--- src/rtl/alu_seq_if.sv ---
// Operand/opcode load bus and result handshake for alu_seq.
//   master : drives start, acc_mode, abort, din, din_valid, result_ready
//   slave  : drives din_ready, result, carry, zero, result_valid, busy, curstate
interface alu_seq_if #(
  parameter int WIDTH = 4
) ();
  logic             start;
  logic             acc_mode;
  logic             abort;
  logic [WIDTH-1:0] din;
  logic             din_valid;
  logic             din_ready;
  logic [WIDTH-1:0] result;
  logic             carry;
  logic             zero;
  logic             result_valid;
  logic             result_ready;
  logic             busy;
  logic [2:0]       curstate;

  modport master (
    output start, acc_mode, abort, din, din_valid, result_ready,
    input  din_ready, result, carry, zero, result_valid, busy, curstate
  );

  modport slave (
    input  start, acc_mode, abort, din, din_valid, result_ready,
    output din_ready, result, carry, zero, result_valid, busy, curstate
  );
endinterface

--- src/rtl/alu_seq.sv ---
// Sequential ALU: loads operand A, operand B and a 3-bit opcode over a
// valid/ready word bus, executes in one cycle and holds the registered
// result until the consumer accepts it.
//   clk   : single clock, rising edge
//   reset : synchronous, active-high
//   bus   : alu_seq_if slave modport (load bus, result handshake, status)
module alu_seq #(
  parameter int WIDTH = 4
) (
  input  logic     clk,
  input  logic     reset,
  alu_seq_if.slave bus
);

  typedef enum logic [2:0] {
    IDLE    = 3'd0,
    LOAD_A  = 3'd1,
    LOAD_B  = 3'd2,
    LOAD_OP = 3'd3,
    EXEC    = 3'd4,
    DONE    = 3'd5
  } state_e;

  state_e           state_q, state_d;
  logic [WIDTH-1:0] a_q, b_q, result_q;
  logic [2:0]       op_q;
  logic             acc_q, carry_q, zero_q;
  logic             din_ready_q, result_valid_q, busy_q;
  logic             xfer;
  logic [WIDTH:0]   alu_w;

  // Returns {carry, result}. Arithmetic runs in WIDTH+1 bits so the top bit
  // is the carry of a sum or the borrow of a difference taken modulo 2^(WIDTH+1).
  function automatic logic [WIDTH:0] alu_calc(
    input logic [2:0]       op,
    input logic [WIDTH-1:0] a,
    input logic [WIDTH-1:0] b,
    input logic             cin
  );
    logic [WIDTH:0] ax, bx, cx;
    ax = {1'b0, a};
    bx = {1'b0, b};
    cx = {{WIDTH{1'b0}}, cin};
    case (op)
      3'd0:    alu_calc = ax + bx;
      3'd1:    alu_calc = ax - bx;
      3'd2:    alu_calc = ax + bx + cx;
      3'd3:    alu_calc = ax - bx - cx;
      3'd4:    alu_calc = {1'b0, a & b};
      3'd5:    alu_calc = {1'b0, a | b};
      3'd6:    alu_calc = {1'b0, a ^ b};
      default: alu_calc = {1'b0, b};
    endcase
  endfunction

  // din_ready_q is high exactly in the load states, so this is the transfer.
  assign xfer  = bus.din_valid && din_ready_q;
  // Accumulate mode feeds the previous result back as operand A.
  assign alu_w = alu_calc(op_q, acc_q ? result_q : a_q, b_q, carry_q);

  always_comb begin
    state_d = state_q;
    if (state_q != IDLE && bus.abort) begin
      state_d = IDLE;
    end else begin
      case (state_q)
        IDLE:    if (bus.start) state_d = bus.acc_mode ? LOAD_B : LOAD_A;
        LOAD_A:  if (xfer) state_d = LOAD_B;
        LOAD_B:  if (xfer) state_d = LOAD_OP;
        LOAD_OP: if (xfer) state_d = EXEC;
        EXEC:    state_d = DONE;
        DONE:    if (bus.result_ready) state_d = IDLE;
        default: state_d = IDLE;
      endcase
    end
  end

  always_ff @(posedge clk) begin
    if (reset) begin
      state_q        <= IDLE;
      a_q            <= '0;
      b_q            <= '0;
      op_q           <= '0;
      acc_q          <= 1'b0;
      result_q       <= '0;
      carry_q        <= 1'b0;
      zero_q         <= 1'b0;
      din_ready_q    <= 1'b0;
      result_valid_q <= 1'b0;
      busy_q         <= 1'b0;
    end else begin
      state_q        <= state_d;
      // Status outputs are registered from the next state so they line up
      // with state_q on the following cycle.
      din_ready_q    <= (state_d == LOAD_A) || (state_d == LOAD_B) || (state_d == LOAD_OP);
      result_valid_q <= (state_d == DONE);
      busy_q         <= (state_d != IDLE);

      if (state_q == IDLE && bus.start) acc_q <= bus.acc_mode;

      if (xfer && !bus.abort) begin
        case (state_q)
          LOAD_A:  a_q  <= bus.din;
          LOAD_B:  b_q  <= bus.din;
          LOAD_OP: op_q <= bus.din[2:0];
          default: ;
        endcase
      end

      // An abort landing on EXEC discards the computation.
      if (state_q == EXEC && !bus.abort) begin
        result_q <= alu_w[WIDTH-1:0];
        carry_q  <= alu_w[WIDTH];
        zero_q   <= (alu_w[WIDTH-1:0] == '0);
      end
    end
  end

  assign bus.din_ready    = din_ready_q;
  assign bus.result_valid = result_valid_q;
  assign bus.busy         = busy_q;
  assign bus.curstate     = state_q;
  assign bus.result       = result_q;
  assign bus.carry        = carry_q;
  assign bus.zero         = zero_q;

endmodule

--- src/flat_wrapper.sv ---
// flat-port wrapper written by rule: the top's interface ports become plain ports
module alu_seq_flat 
#(
  parameter int WIDTH = 4
)
  (clk, reset, bus_start, bus_acc_mode, bus_abort, bus_din, bus_din_valid, bus_result_ready, bus_din_ready, bus_result, bus_carry, bus_zero, bus_result_valid, bus_busy, bus_curstate);
  alu_seq_if #(.WIDTH(WIDTH)) bus_i ();
  input  logic clk;
  input  logic reset;
  input wire logic [$bits(bus_i.start)-1:0] bus_start;
  input wire logic [$bits(bus_i.acc_mode)-1:0] bus_acc_mode;
  input wire logic [$bits(bus_i.abort)-1:0] bus_abort;
  input wire logic [$bits(bus_i.din)-1:0] bus_din;
  input wire logic [$bits(bus_i.din_valid)-1:0] bus_din_valid;
  input wire logic [$bits(bus_i.result_ready)-1:0] bus_result_ready;
  output wire logic [$bits(bus_i.din_ready)-1:0] bus_din_ready;
  output wire logic [$bits(bus_i.result)-1:0] bus_result;
  output wire logic [$bits(bus_i.carry)-1:0] bus_carry;
  output wire logic [$bits(bus_i.zero)-1:0] bus_zero;
  output wire logic [$bits(bus_i.result_valid)-1:0] bus_result_valid;
  output wire logic [$bits(bus_i.busy)-1:0] bus_busy;
  output wire logic [$bits(bus_i.curstate)-1:0] bus_curstate;
  assign bus_i.start = bus_start;
  assign bus_i.acc_mode = bus_acc_mode;
  assign bus_i.abort = bus_abort;
  assign bus_i.din = bus_din;
  assign bus_i.din_valid = bus_din_valid;
  assign bus_i.result_ready = bus_result_ready;
  assign bus_din_ready = bus_i.din_ready;
  assign bus_result = bus_i.result;
  assign bus_carry = bus_i.carry;
  assign bus_zero = bus_i.zero;
  assign bus_result_valid = bus_i.result_valid;
  assign bus_busy = bus_i.busy;
  assign bus_curstate = bus_i.curstate;
  alu_seq #(.WIDTH(WIDTH)) u_core (.clk(clk), .reset(reset), .bus(bus_i));
endmodule
--- config.mk ---
export PLATFORM = sky130hd
export DESIGN_NAME = alu_seq_flat
export DESIGN_NICKNAME = d
export VERILOG_FILES = /design/src/rtl/alu_seq_if.sv /design/src/rtl/alu_seq.sv /design/src/flat_wrapper.sv
export SDC_FILE = /design/constraint.sdc
export NUM_CORES = 1
export LEC_CHECK = 0
export BUFFER_PORTS_ARGS = -buffer_cell sky130_fd_sc_hd__buf_2
export CAP_MARGIN = 15
export CELL_PAD_IN_SITES_DETAIL_PLACEMENT = 0
export CELL_PAD_IN_SITES_GLOBAL_PLACEMENT = 1
export CORE_MARGIN = 5
export CORE_UTILIZATION = 47
export CTS_BUF_LIST = sky130_fd_sc_hd__clkbuf_4 sky130_fd_sc_hd__clkbuf_8 sky130_fd_sc_hd__clkbuf_16
export DETAILED_ROUTE_END_ITERATION = 6
export MAX_ROUTING_LAYER = met4
export PLACE_DENSITY_LB_ADDON = 0.1
export RECOVER_POWER = 100
export REMOVE_ABC_BUFFERS = 1
export SLEW_MARGIN = 20
export SYNTH_ARGS = -nofsm -noshare
export SYNTH_HDL_FRONTEND = slang
export SYNTH_SLANG_ARGS = --single-unit
--- constraint.sdc ---
create_clock -name clk -period 4.2 [get_ports clk]
set_input_delay 0 -clock clk [delete_from_list [all_inputs] [get_ports clk]]
set_output_delay 0 -clock clk [all_outputs]
set_load 0.005 [all_outputs]
==> results.env <==
ANTENNA_VIOLATIONS_BEFORE_REPAIR=0
WORSTPATHBUFFERINVERTERCOUNT=1
YOSYSMOSTFREQUENTCELL='sky130_fd_sc_hd__nor2_1'
CRITICAL_PATH.REG2REG.ENDPOINT='u_core.bus.zero'
TIMING.SETUP.CRITICAL_PATH_CLASS='reg2reg'
TIMING.REG2REG.SETUP_SLACK_NS=1.28
YOSYS-TOP-CELLS-AREA='sky130_fd_sc_hd__dfxtp_1 (26%), sky130_fd_sc_hd__ha_1 (12%), sky130_fd_sc_hd__mux2i_1 (11%)'
MIN_FROM='bus_din[2]'
WORST-SLEW-PIN-TRANSITION_NS=0.846
PLACE_WS_NS=1.29
BUFFER_PORTS.INSERTED=22
SETUP_WS_NS=1.28
YS.WARNINGS.COUNT=0
DRT.ANTENNA.VIOLATING_NETS=0
SYNTHTOPCELLSBYCOUNT='sky130_fd_sc_hd__nor2_1 (27), sky130_fd_sc_hd__dfxtp_1 (24), sky130_fd_sc_hd__mux2i_1 (21)'
CTS-BUFFERS-INSERTED=3
DIEWIDTH_UM=72.5
SYNTH.CELL_AREA_UM2=1840
SYNTH-SEQ-CELLS=24
CLOCK-SKEW-FINAL_NS=0.00873
POST_ROUTE_CELLS_DRIVE_ABOVE_1_SHARE_PCT=13.1
RSZ_0062_RAISED_AFTER_GLOBAL_ROUTING='false'
CPLARGESTDELAYFAMILY='adder cells'
NUMBER_OF_POST_CTS_SETUP_REPAIR_BUFFERS=0
FLOORPLAN.DIE.HEIGHT_UM=72.5
ROUTED_WIRE_LENGTH_PER_INSTANCE_UM=15.4
END_KIND='flip-flop'
GLOBAL_ROUTE.USAGE.TOTAL_PCT=17.4
LAYOUT_MIN_CYCLE_TIME_NS=2.92
GRT_UTIL_MET2_PCT=27.4
GRT.MET3_USAGE_PCT=4.99
DRT_PRE_ANTENNA_ITERS=4
CTS_NUM_SINKS=24
MIN_DELAY_PATH_DEPTH=3
SYNTH_CELL_TYPES=48
CRITICAL_PATH.SLOWEST_CELL='sky130_fd_sc_hd__fa_1'
SYNTHDOMINANTAREACELLTYPE='sky130_fd_sc_hd__dfxtp_1'
CTS_TREE='done'
TIMING.FMAX_MHz=343
SEQ_AREA_FRAC_SYNTH_PCT=26.2
INITIAL_CORE_UTIL_PCT=49.4
MIN_DELAY_WORST_ENDPOINT='u_core.op_q[2]'
MAX_STAGE_DELAY_NS=0.49
DPL.HPWL_UM=3350
CTS.CLK_SLEW.WORST_PATHS_NS=0.08
SHARE_OF_THE_CYCLE_NEEDED_BY_THE_CRITICAL_PATH_AFTER_ROUTING_PCT=69.5
CRITICAL_PATH_ARRIVAL_NS=3.10
INSERTEDDIODECOUNT=0
POST_SYNTH_INST_COUNT=206
FP-ROW-COUNT=22
GRT_PASS1_VIAS=1447
PATH_CELLS='mux2i_1 -> inv_1 -> ha_1 -> fa_1 -> ha_1 -> mux4_2 -> mux2i_1 -> nand3b_1 -> o31ai_1'
REG2REG_DEPTH=9
CLKLATENCYLATEPIN_NS=0.26
AVGSYNTHCELLAREA_UM2=8.92
WORST_IR_DROP_VDD_uV=181
SYNTH_ENABLE_FLOP_CELLS=0
GLOBAL_ROUTE.OVERFLOW_TOTAL=0
SETUP_VIOLATIONS=0
TIMING.CRITICAL_PATH.DEPTH=9
FIN_SETUP_TNS_NS=0
SLEW_VIOLATIONS=0
POST_CTS_RESIZE_COUNT=0
CTS_ROOT_BUF='sky130_fd_sc_hd__clkbuf_8'
GRT_MAX_DEGREE=23
ROUTE.VIAS.TOTAL=1481
LEAKAGEPOWER_nW=0.910
SLEW_HEADROOM_PCT=43.5
GROUTE.LAYER.MET1.USAGE_PCT=22.4
NETLIST.AREA_LEADER.SHARE_PCT=26.2
RUN_STATUS='finished clean'
FIRST_PASS_GRT_WIRE_LENGTH_UM=6970
DIE-AREA_UM2=5260
DETAIL_ROUTE.VIAS_PER_CELL=5.51
P_PER_AREA_nW_PER_UM2=221
CLOCK_TREE.HTREE_LEVEL_COUNT=1
POSTCTSHOLDBUFS=0
CP_DATA_REQUIRED_TIME_NS=4.38
COREAREA_UM2=3720
NUMBER_OF_REMAINING_DRC_ERRORS=0
YS_DOMINANT_REG_CELL='sky130_fd_sc_hd__dfxtp_1'
MAXCAPVIOLATIONS=0
GRT.BUSIEST_LAYER='met2'
NUM-NETS-FINAL=254
INITIALDRTVIOLATIONCOUNT=79
REG2REG_START='u_core.acc_q'
ASYNCSETRESETFLOPFRACSYNTH_PCT=0
GPL.FINAL_WEIGHTED_CONGESTION=0.869
TYPE_OF_THE_WORST_MIN_DELAY_PATH='in2reg'
CRIT_PATH_MAX_FO=5
TOP_LEVEL_PORTS=23
CP-START-KIND='flip-flop'
CLOCKBUFFERDEPTH=2
HOLD_VIOLATIONS=0
AREA_DELTA_SYNTH_FINAL_PCT=8.99
TOTALWIRELENGTH_UM=4140
==> cells in the final DEF (no fill, tap or decap), types with 2 or more instances in the layout <==
| master | instances |
|---|---|
| sky130_fd_sc_hd__inv_1 | 14 |
| sky130_fd_sc_hd__dfxtp_1 | 24 |
| sky130_fd_sc_hd__mux4_2 | 3 |
| sky130_fd_sc_hd__a21o_1 | 2 |
| sky130_fd_sc_hd__nor3b_1 | 2 |
| sky130_fd_sc_hd__clkbuf_8 | 3 |
| sky130_fd_sc_hd__a221oi_1 | 2 |
| sky130_fd_sc_hd__fa_1 | 2 |
| sky130_fd_sc_hd__nor2b_1 | 6 |
| sky130_fd_sc_hd__nand3_1 | 3 |
| sky130_fd_sc_hd__xnor2_1 | 3 |
| sky130_fd_sc_hd__and3_1 | 2 |
| sky130_fd_sc_hd__nand3b_1 | 3 |
| sky130_fd_sc_hd__a21oi_1 | 6 |
| sky130_fd_sc_hd__nor3_1 | 3 |
| sky130_fd_sc_hd__nor2_1 | 27 |
| sky130_fd_sc_hd__o21ai_0 | 6 |
| sky130_fd_sc_hd__clkbuf_1 | 6 |
| sky130_fd_sc_hd__xor2_1 | 3 |
| sky130_fd_sc_hd__o21a_1 | 2 |
| sky130_fd_sc_hd__mux2i_1 | 21 |
| sky130_fd_sc_hd__ha_1 | 18 |
| sky130_fd_sc_hd__buf_2 | 16 |
| sky130_fd_sc_hd__nand2_1 | 11 |
| sky130_fd_sc_hd__nand2b_1 | 5 |
| sky130_fd_sc_hd__a211oi_1 | 5 |
==> stage by stage <==
step	power [mW]	hold slack (ns)	cell area, µm²	util (%)	cells
floorplan	0.290	0.0724	1790	-	195
global placement	0.316	0.253	1960	52.8	265
detailed placement	0.317	0.273	1960	52.8	265
CTS	0.448	0.00410	2000	53.9	268
global route	0.466	0.0335	2000	53.9	269
finish	0.443	0.00916	2000	53.9	269
==> worst max-delay path by stage <==
stage                  from              endpoint  slack, ns
2_1_floorplan  u_core.acc_q       u_core.bus.zero       1.54
3_3_place_gp   u_core.acc_q  u_core.bus.result[2]       1.40
3_5_place_dp   u_core.acc_q       u_core.bus.zero       1.29
4_1_cts        u_core.acc_q       u_core.bus.zero       1.28
5_1_grt        u_core.acc_q       u_core.bus.zero       1.04
6_report       u_core.acc_q       u_core.bus.zero       1.28
==> final cells by class <==
cell class	instances	area [µm²]
clock buffer	3	41.3
fill	376	1710
inverter	14	52.6
multi-input combinational	157	1250
sequential	24	480
tap	48	60.1
timing repair buffer	23	113
==> report_power, final <==
group,total (mW),internal [mW],switching (mW)
registers,0.250,0.236,0.0132
clock network,0.131,0.0640,0.0668
logic,0.0622,0.0308,0.0314
==> routing by layer <==
metal | share of wire (%) | vias to the layer above
met1 | 46 | 695
met2 | 47 | 34
met5 | 0 | -
li1 | - | 750
met4 | 0.60 | 0
met3 | 6.7 | 2
==> kinds of logic after synthesis <==
logic type / after synthesis / synth area share (%)
simple gates: 67 / 18.4
xor+xnor: 8 / 5.04
fa+ha+maj: 20 / 14.4
compound gates: 37 / 15.0
flops: 24 / 26.2
buf+inv: 25 / 5.25
mux: 25 / 15.7
==> flip-flops by register name, indices dropped and copies added, names as in the netlist <==
name and count:
u_core.a_q 4, u_core.acc_q 1, u_core.b_q 4, u_core.bus.busy 1, u_core.bus.carry 1, u_core.bus.curstate 3, u_core.bus.din_ready 1, u_core.bus.result 4
u_core.bus.result_valid 1, u_core.bus.zero 1, u_core.op_q 3
==> worst register-to-register path, delay by kind of cell (launching register included) <==
kind,cells,cell delay (ns)
adders and majority gates,3,1.04
muxes,3,0.97
DFF,1,0.47
AOI/OAI and AO/OA,1,0.19
and+or+nand+nor,1,0.10
buffers and inverters,1,0.08
(Power assumes the default switching activity.)
